===== src/rtl/bram_chk_pkg.sv =====
// Shared helpers for the BRAM shadow checker: slot-index width and saturating counters.
// Optional byte-enable shadow updates are selected with the BRAM_CHK_BYTE_WE_EN macro.
package bram_chk_pkg;

  localparam int MAX_TRK   = 16;
  localparam int MAX_LAT   = 4;
  localparam int CNT_MAX_W = 64;

  // Width of a slot index; never zero, even for a single tracked address.
  function automatic int slot_w(input int n);
    return (n <= 1) ? 1 : $clog2(n);
  endfunction

  // Increment v, holding at all-ones of a w-bit counter (w <= CNT_MAX_W).
  function automatic logic [CNT_MAX_W-1:0] sat_inc(input logic [CNT_MAX_W-1:0] v,
                                                   input int w);
    logic [CNT_MAX_W-1:0] top;
    top = (w >= CNT_MAX_W) ? '1 : ((CNT_MAX_W'(1) << w) - CNT_MAX_W'(1));
    return (v == top) ? v : v + CNT_MAX_W'(1);
  endfunction

endpackage


===== src/rtl/bram_chk_slot.sv =====
// One tracked probe address: valid bit plus shadow copy of the last data written there.
// With BRAM_CHK_BYTE_WE_EN defined only the enabled bytes of a write are taken.
module bram_chk_slot
  import bram_chk_pkg::*;
#(
  parameter int AW = 10,
  parameter int DW = 32
) (
  input  logic            clk,
  input  logic            rst,
  input  logic [AW-1:0]   addr,
  input  logic            we,
  input  logic [AW-1:0]   wa,
  input  logic [DW-1:0]   wd,
  input  logic [DW/8-1:0] wbe,
  output logic            vld,
  output logic [DW-1:0]   shadow
);

  logic          hit;
  logic [DW-1:0] bmask;

  assign hit = we && (wa == addr);

`ifdef BRAM_CHK_BYTE_WE_EN
  if (DW % 8 != 0) begin : g_dw_check
    $error("bram_chk_slot: DW must be a multiple of 8 with byte enables");
  end

  always_comb begin
    bmask = '0;
    for (int b = 0; b < DW / 8; b++) bmask[b*8 +: 8] = {8{wbe[b]}};
  end
`else
  logic unused_wbe;
  assign unused_wbe = ^wbe;
  assign bmask      = '1;
`endif

  always_ff @(posedge clk or posedge rst) begin
    if (rst) begin
      vld    <= 1'b0;
      // NOTE: the shadow is reset, not left undefined: bytes never written by a
      // partial write must read back as zero.
      shadow <= '0;
    end else if (hit) begin
      vld    <= 1'b1;
      shadow <= (shadow & ~bmask) | (wd & bmask);
    end
  end

endmodule


===== config.mk =====
export PLATFORM = sky130hd
export DESIGN_NAME = bram_chk_slot
export DESIGN_NICKNAME = d
export VERILOG_FILES = /design/src/rtl/bram_chk_pkg.sv /design/src/rtl/bram_chk_slot.sv
export SDC_FILE = /design/constraint.sdc
export NUM_CORES = 1
export LEC_CHECK = 0
export ABC_AREA = 1
export BUFFER_PORTS_ARGS = -buffer_cell sky130_fd_sc_hd__buf_2
export CAP_MARGIN = 20
export CORE_AREA = 2 2 73 75
export DETAILED_ROUTE_END_ITERATION = 10
export DIE_AREA = 0 0 75 77
export HOLD_SLACK_MARGIN = 0.06
export PLACE_DENSITY = 0.6
export SLEW_MARGIN = 20
export SYNTH_ARGS = -nofsm -noshare
export SYNTH_HDL_FRONTEND = slang
export SYNTH_SLANG_ARGS = --single-unit

===== constraint.sdc =====
create_clock -name clk -period 2.45 [get_ports clk]
set_input_delay 0.245 -clock clk [delete_from_list [all_inputs] [get_ports clk]]
set_output_delay 0.245 -clock clk [all_outputs]
set_load 0.05 [all_outputs]

* Yosys cells after proc, flatten, opt, wreduce, memory -nomap -nowiden
Index checks and enable logic that the tools add are counted.
** Storage, ports and cells
- Output and inout bits :: 33
- Flip-flop bits (word level) :: 33
- Input bits :: 59
- Word-level logic and storage cells :: 4
** Operators by class
- Reductions and logical operators :: 1
- Equality and inequality tests :: 1
** Operator list (number)
- == test 10 bit :: 1
- logical AND 1 bit :: 1

* Logic depth before layout (Yosys ltp)
Gate-level depths: netlist (run 1).
- Depth in word-level cells :: 2
- Gate-level depth with buffers :: 10
- Gate-level depth less buffers :: 9

* Least setup slack after synthesis (run 1)
No wires, ideal clock.
- Path kind :: in2reg
- Start point :: input port wa[5]
- End point :: register shadow[0]
- Stages :: 10
- Setup time :: 0.119 ns
- Path buffers :: 1
- Slack :: 1.361 ns
- Arrival :: 0.969 ns
- Required time :: 2.331 ns
- Cells stage by stage :: inv_1 > nand2_1 > nand2_1 > inv_1 > nand2_2 > nor2_8 > nand3_4 > buf_6 > nand2_1 > nand2_1
** On the way
- Word-level cells in the longest chain between the ends :: 2
** RTL lines
- from (decl) :: line bram_chk_slot.sv:13 : input logic [AW-1:0] wa,
- == test 10 bit :: line bram_chk_slot.sv:23 : assign hit = we && (wa == addr);
- logical AND 1 bit :: line bram_chk_slot.sv:23
- to (signal assigned) :: line bram_chk_slot.sv:48 : shadow <= (shadow & ~bmask) | (wd & bmask);
- to (decl) :: line bram_chk_slot.sv:17 : output logic [DW-1:0] shadow
No other way between the ends.
A chain may end at the register's enable or synchronous reset.

* Worst setup path in the final report (run 1)
- Start point :: input port wa[8]
- End point :: register shadow[2]
Same word-level chain as after synthesis.

==> metrics, run 1 <==
status=finished, final reports clean; Die W=roughly 75 microns; r2r setup slk=approximately 1.8 ns; sequential-to-total area share from yosys stat=0.504; Inst Count DP=350; antenna violations before repair=0; H-tree Lvls=2; post_cts resized=0; crit path DAT=roughly 1.7 ns; Final nets=347; total power=~1100 uW; Setup Skew=0 ns; async set-reset flop share out of synthesis=1.00; pin count of the biggest net entering global routing=34; # setup viols final=0; final wirelength=between 3000 and 4000 microns; post-synthesis cell type count=15; Initial Utilization=0.329; std cell rows=26; post-route ant nets=0; gp weighted congestion=between 0.7 and 0.8; Die H=roughly 77 microns; clock sinks=33; CTS tree=done; Routed WL per cell=~11 microns; post-synthesis cell area=about 1600 sq um; Gate Count Post-Synth=about 200; Synth top cells by count=nand2_1 (91), dfrtp_1 (33), nand4_1 (32), inv_1 (21), buf_2 (6); leading register cell type out of synthesis=dfrtp_1; worst vdd ir=~0.26 mV; TritonRoute pass-1 iters=3; Port Buffers=a little under 90; most common cell in the netlist=nand2_1; wire length of the first global-routing pass=~6500 microns; EDFF count, synth=0; syn nets=between 200 and 300; fin crit share=0.613; DR iter-0 viols=49; Area growth syn-to-layout=33.6%; crit path time final=1.50 ns; Fmax=between 600 and 700 MHz; crit start category=input pin; share of layout cells above drive strength 1=0.369; Final Cell Area=~2200 sq um; cell taking the most area after synthesis=dfrtp_1; number of I/O pins=slightly above 90; Pleak=around 0.0014 uW; placed instance area=approximately 2100 sq um; CP endpoint kind=flop; CTS Buf Count=5; hpwl dp=around 2700 microns; synth warn=0; Post-route DRC=0; # Post-CTS Setup Buffers=0; unrepaired setup endpoints after global routing=no; clk buf depth=2; total track usage=0.145; Vias=around 1600; core area=4980 sq um; Setup TNS=0 ns; Slew Limit Fails=0; Slew headroom=0.635; fin util=0.440; Clk Latency, worst-skew pair=~0.27 ns; kind of critical path=input pin to flop; Seq cells post-synth=33; GRT Residual Overflow=0; hold crit path type=input pin to flop; Synth area leaders=dfrtp_1 (50%), nand2_1 (21%), nand4_1 (12%); Clk pin slew, worst setup/hold paths=approximately 0.07 ns; diode count=0; Post-Layout Cell Count=357; vias in the first global route=1481; Vias/cell=4.41; maximum fanout along the worst path=33; Hold Fails Final Rpt=0; Max Cap Viol=0; P per Cell Area=a little over 500 nW/um^2; syn avg cell area=approximately 8.2 sq um; Least-Margin Pin Slew=between 0.5 and 0.6 ns; WP data required=between 2 and 3 ns; Die ar.=approximately 5800 sq um; top cell type's share of synthesized area=0.504; CTS Root Cell=clkbuf_8
## cell usage in the layout (no fill, tap or decap)
| master | instances |
|---|---|
| nand2_1 | 91 |
| nor2_8 | 1 |
| clkinv_2 | 1 |
| dlygate4sd3_1 | 1 |
| nand2_2 | 2 |
| inv_1 | 21 |
| buf_2 | 87 |
| dfrtp_1 | 33 |
| clkbuf_8 | 5 |
| nand3_4 | 1 |
| nand4_1 | 32 |
| buf_4 | 4 |
| inv_2 | 2 |
| nor2_4 | 2 |
| xor2_1 | 1 |
| nor2_1 | 2 |
| nand3_2 | 1 |
## cell families (layout without fill, tap and decap cells)
family | after synthesis | count (layout) | synth area share
xor gates and xnor gates | 1 | 1 | 0.00534
and+or+nand+nor | 132 | 132 | 0.385
buffers and inverters | 35 | 121 | 0.105
DFF | 33 | 33 | 0.504
## metrics by stage
stage          hold WS [ns]  setup slack [ns]
6_report              0.216             0.948
5_1_grt               0.221             0.727
4_1_cts               0.207             0.904
3_5_place_dp          0.316             0.606
3_3_place_gp          0.309             0.612
2_1_floorplan         0.374              1.36
## routing by layer
| layer | GRT usage | vias up | part of all wire |
|---|---|---|---|
| met5 | 0 | - | 0 |
| met4 | 0.0393 | 0 | 0.0065 |
| met3 | 0.0407 | 4 | 0.068 |
| met2 | 0.247 | 50 | 0.49 |
| met1 | 0.175 | 709 | 0.44 |
| li1 | - | 811 | - |
## worst paths after layout
path                                     endpoint  depth (start not counted)                   start
setup / recovery            shadow[2]$_DFFE_PP0P_                          9                   wa[8]
hold / removal             shadow[24]$_DFFE_PP0P_                          3                  wd[24]
setup reg to reg           shadow[17]$_DFFE_PP0P_                          2  shadow[17]$_DFFE_PP0P_
hold reg to reg                   vld$_DFFE_PP0P_                          2         vld$_DFFE_PP0P_
max in group asynchronous   shadow[6]$_DFFE_PP0P_                          4                     rst
min in group asynchronous  shadow[21]$_DFFE_PP0P_                          3                     rst
## timing repair
item	in CTS	in global routing
hold buffers	1	0
hold endpoints to repair	12	0
setup endpoints to repair	0	0
## critical path, stage by stage
cell and delay, ns:
buf_2 0.10, inv_1 0.04, nand2_1 0.05, nand2_1 0.06, nand2_2 0.09, nor2_8 0.41
nand3_4 0.42, nand2_1 0.16, nand2_1 0.06
## sequential cells by signal, summed over array words and instances, names as in the netlist
register  flops
vld           1
shadow       32
## cell type report
type	instances	area [sq um]
clock buffer	5	68.8
clock inverter	1	5.00
fill	530	2790
inverter	23	86.3
multi-input combinational	133	641
sequential	33	826
tap	70	87.6
timing repair buffer	92	475
## where the power goes
part           internal, uW  switching, uW  total (uW)
clock                   187            180         366
combinational          61.9            123         185
sequential              557           5.94         563
total                   805            309        1110
Note: power is estimated with default switching activity, not from simulation.
==> inputs of run 2 (changes only) <==
==> constraint.sdc (replaced) <==
create_clock -name clk -period 1.5 [get_ports clk]
set_input_delay 0.15 -clock clk [delete_from_list [all_inputs] [get_ports clk]]
set_output_delay 0.15 -clock clk [all_outputs]
set_load 0.05 [all_outputs]
==> run 2 against run 1 <==
First-iteration DRC count is 8.2% higher. Clock skew did not move. Non-clock buffer count rose by 3. Worst hold slack got worse by 0.092 ns. Sequential power grew 63%. Largest cell class unchanged.
==> metrics, run 2 (synthesis gave the netlist of run 1 again) <==
placed instance area=between 2000 and 2500 sq um; worst r2r path cells=2; post_cts resized=0; Final Cell Area=around 2300 sq um; WHS Path Cells=3; CP endpoint kind=primary output; r2r startpoint=shadow[31]$_DFFE_PP0P_; H-tree Lvls=2; delay-heaviest family, CP=flip-flops; worst setup path start=shadow[5]$_DFFE_PP0P_; wire length of the first global-routing pass=roughly 7000 microns; Hold Path Sink=shadow[4]$_DFFE_PP0P_; Die H=just under 80 microns; commonest cells after routing, fill and taps aside=nand2_1 (91), buf_2 (87), dfrtp_1 (33); Port Buffers=87; vias in the first global route=1573; crit start category=flop; Crit Reg-Reg Endpoint=shadow[31]$_DFFE_PP0P_; r2r setup slk=just under 0.9 ns; TritonRoute pass-1 iters=4; P per Cell Area=approximately 920 nW/um^2; maximum fanout along the worst path=2; Vias/cell=roughly 4.4; Pleak=around 0.0014 uW; Max Cap Viol=0; gp weighted congestion=just under 0.7; Die ar.=5780 sq um; unrepaired setup endpoints after global routing=no; commonest non-fill, non-tap cell in the layout=nand2_1; kind of critical path=flop to primary output; Slew headroom=0.727; final wirelength=3900 microns; Vias=1579; Routed WL per cell=~11 microns; leading registers by flop count=shadow: 32 flops, vld: 1 flops; clock sinks=33; cts hold-fix bufs=1; post-route ant nets=0; clk buf depth=2; CTS Buf Count=5; DR iter-0 viols=53; CTS Root Cell=clkbuf_8; Slowest cell on crit path=dfrtp_1; Post-route DRC=0; crit path time final=around 1.1 ns; Least-Margin Pin Slew=0.409 ns; worst vdd ir=0.405 mV; WP data required=1.35 ns; biggest cell delay along the critical path=0.37 ns; status=finished, final reports clean; number of I/O pins=92; total track usage=0.148; core area=between 4000 and 5000 sq um; fin crit share=0.705; diode count=0; std cell rows=26; Clk pin slew, worst setup/hold paths=about 0.060 ns; Die W=about 75 microns; Hold Fails Final Rpt=0; Slew Limit Fails=0; # Post-CTS Setup Buffers=0; Final nets=350; fin util=0.453; # setup viols final=0; Worst Min Path Start=wd[4]; Critical Path, Cell by Cell=buf_2; pin count of the biggest net entering global routing=34; max reg flops=32; Area growth syn-to-layout=37.6%; antenna violations before repair=0; Setup TNS=0 ns; crit path DAT=0.91 ns; hold crit path type=input pin to flop; Fmax=946 MHz; Largest Register=shadow; Initial Utilization=0.329; Clk Latency, worst-skew pair=between 0.2 and 0.3 ns; hpwl dp=approximately 2900 microns; CTS tree=done; share of layout cells above drive strength 1=0.377; buffer and inverter count on the worst path=1; Setup Skew=0 ns; GRT Residual Overflow=0
[run 2: layout make-up]
type	count	area, sq um
clock inverters	1	30.0
multi-input cells	133	641
inverters	23	86.3
repair buffers	95	498
fillers	552	2720
well taps	70	87.6
flip-flops and latches	33	826
clock buffers	7	86.3
[run 2: routing by layer]
| layer | track usage | part of all wire |
|---|---|---|
| met1 | 0.174 | 0.43 |
| met2 | 0.261 | 0.51 |
| met4 | 0.0429 | 0.0059 |
| met5 | 0 | 0 |
| met3 | 0.0342 | 0.060 |
[run 2: worst max path at each step]
stage | to | cells after the start
2_1_floorplan | shadow[0]$_DFFE_PP0P_ | 10
3_3_place_gp | shadow[23]$_DFFE_PP0P_ | 9
5_1_grt | shadow[19]$_DFFE_PP0P_ | 10
4_1_cts | shadow[31] | 1
6_report | shadow[5] | 1
3_5_place_dp | shadow[31]$_DFFE_PP0P_ | 10
[run 2: report_power, final]
| group | internal, uW | switching, uW | leakage (uW) |
|---|---|---|---|
| Sequential | 910 | 10.2 | 0.000454 |
| Clock | 541 | 305 | 0.0000585 |
| Combinational | 105 | 201 | 0.000933 |
[run 2: metrics by stage]
stage                     setup WS, ns  std cells  hold WS [ns]  power, uW
after floorplan                  0.506        201         0.279       1120
after global placement           0.176        353         0.262       1240
after detailed placement         0.161        353         0.262       1250
after CTS                        0.426        362         0.112       2120
after global routing             0.323        362         0.128       2180
final                            0.443        362         0.123       2070
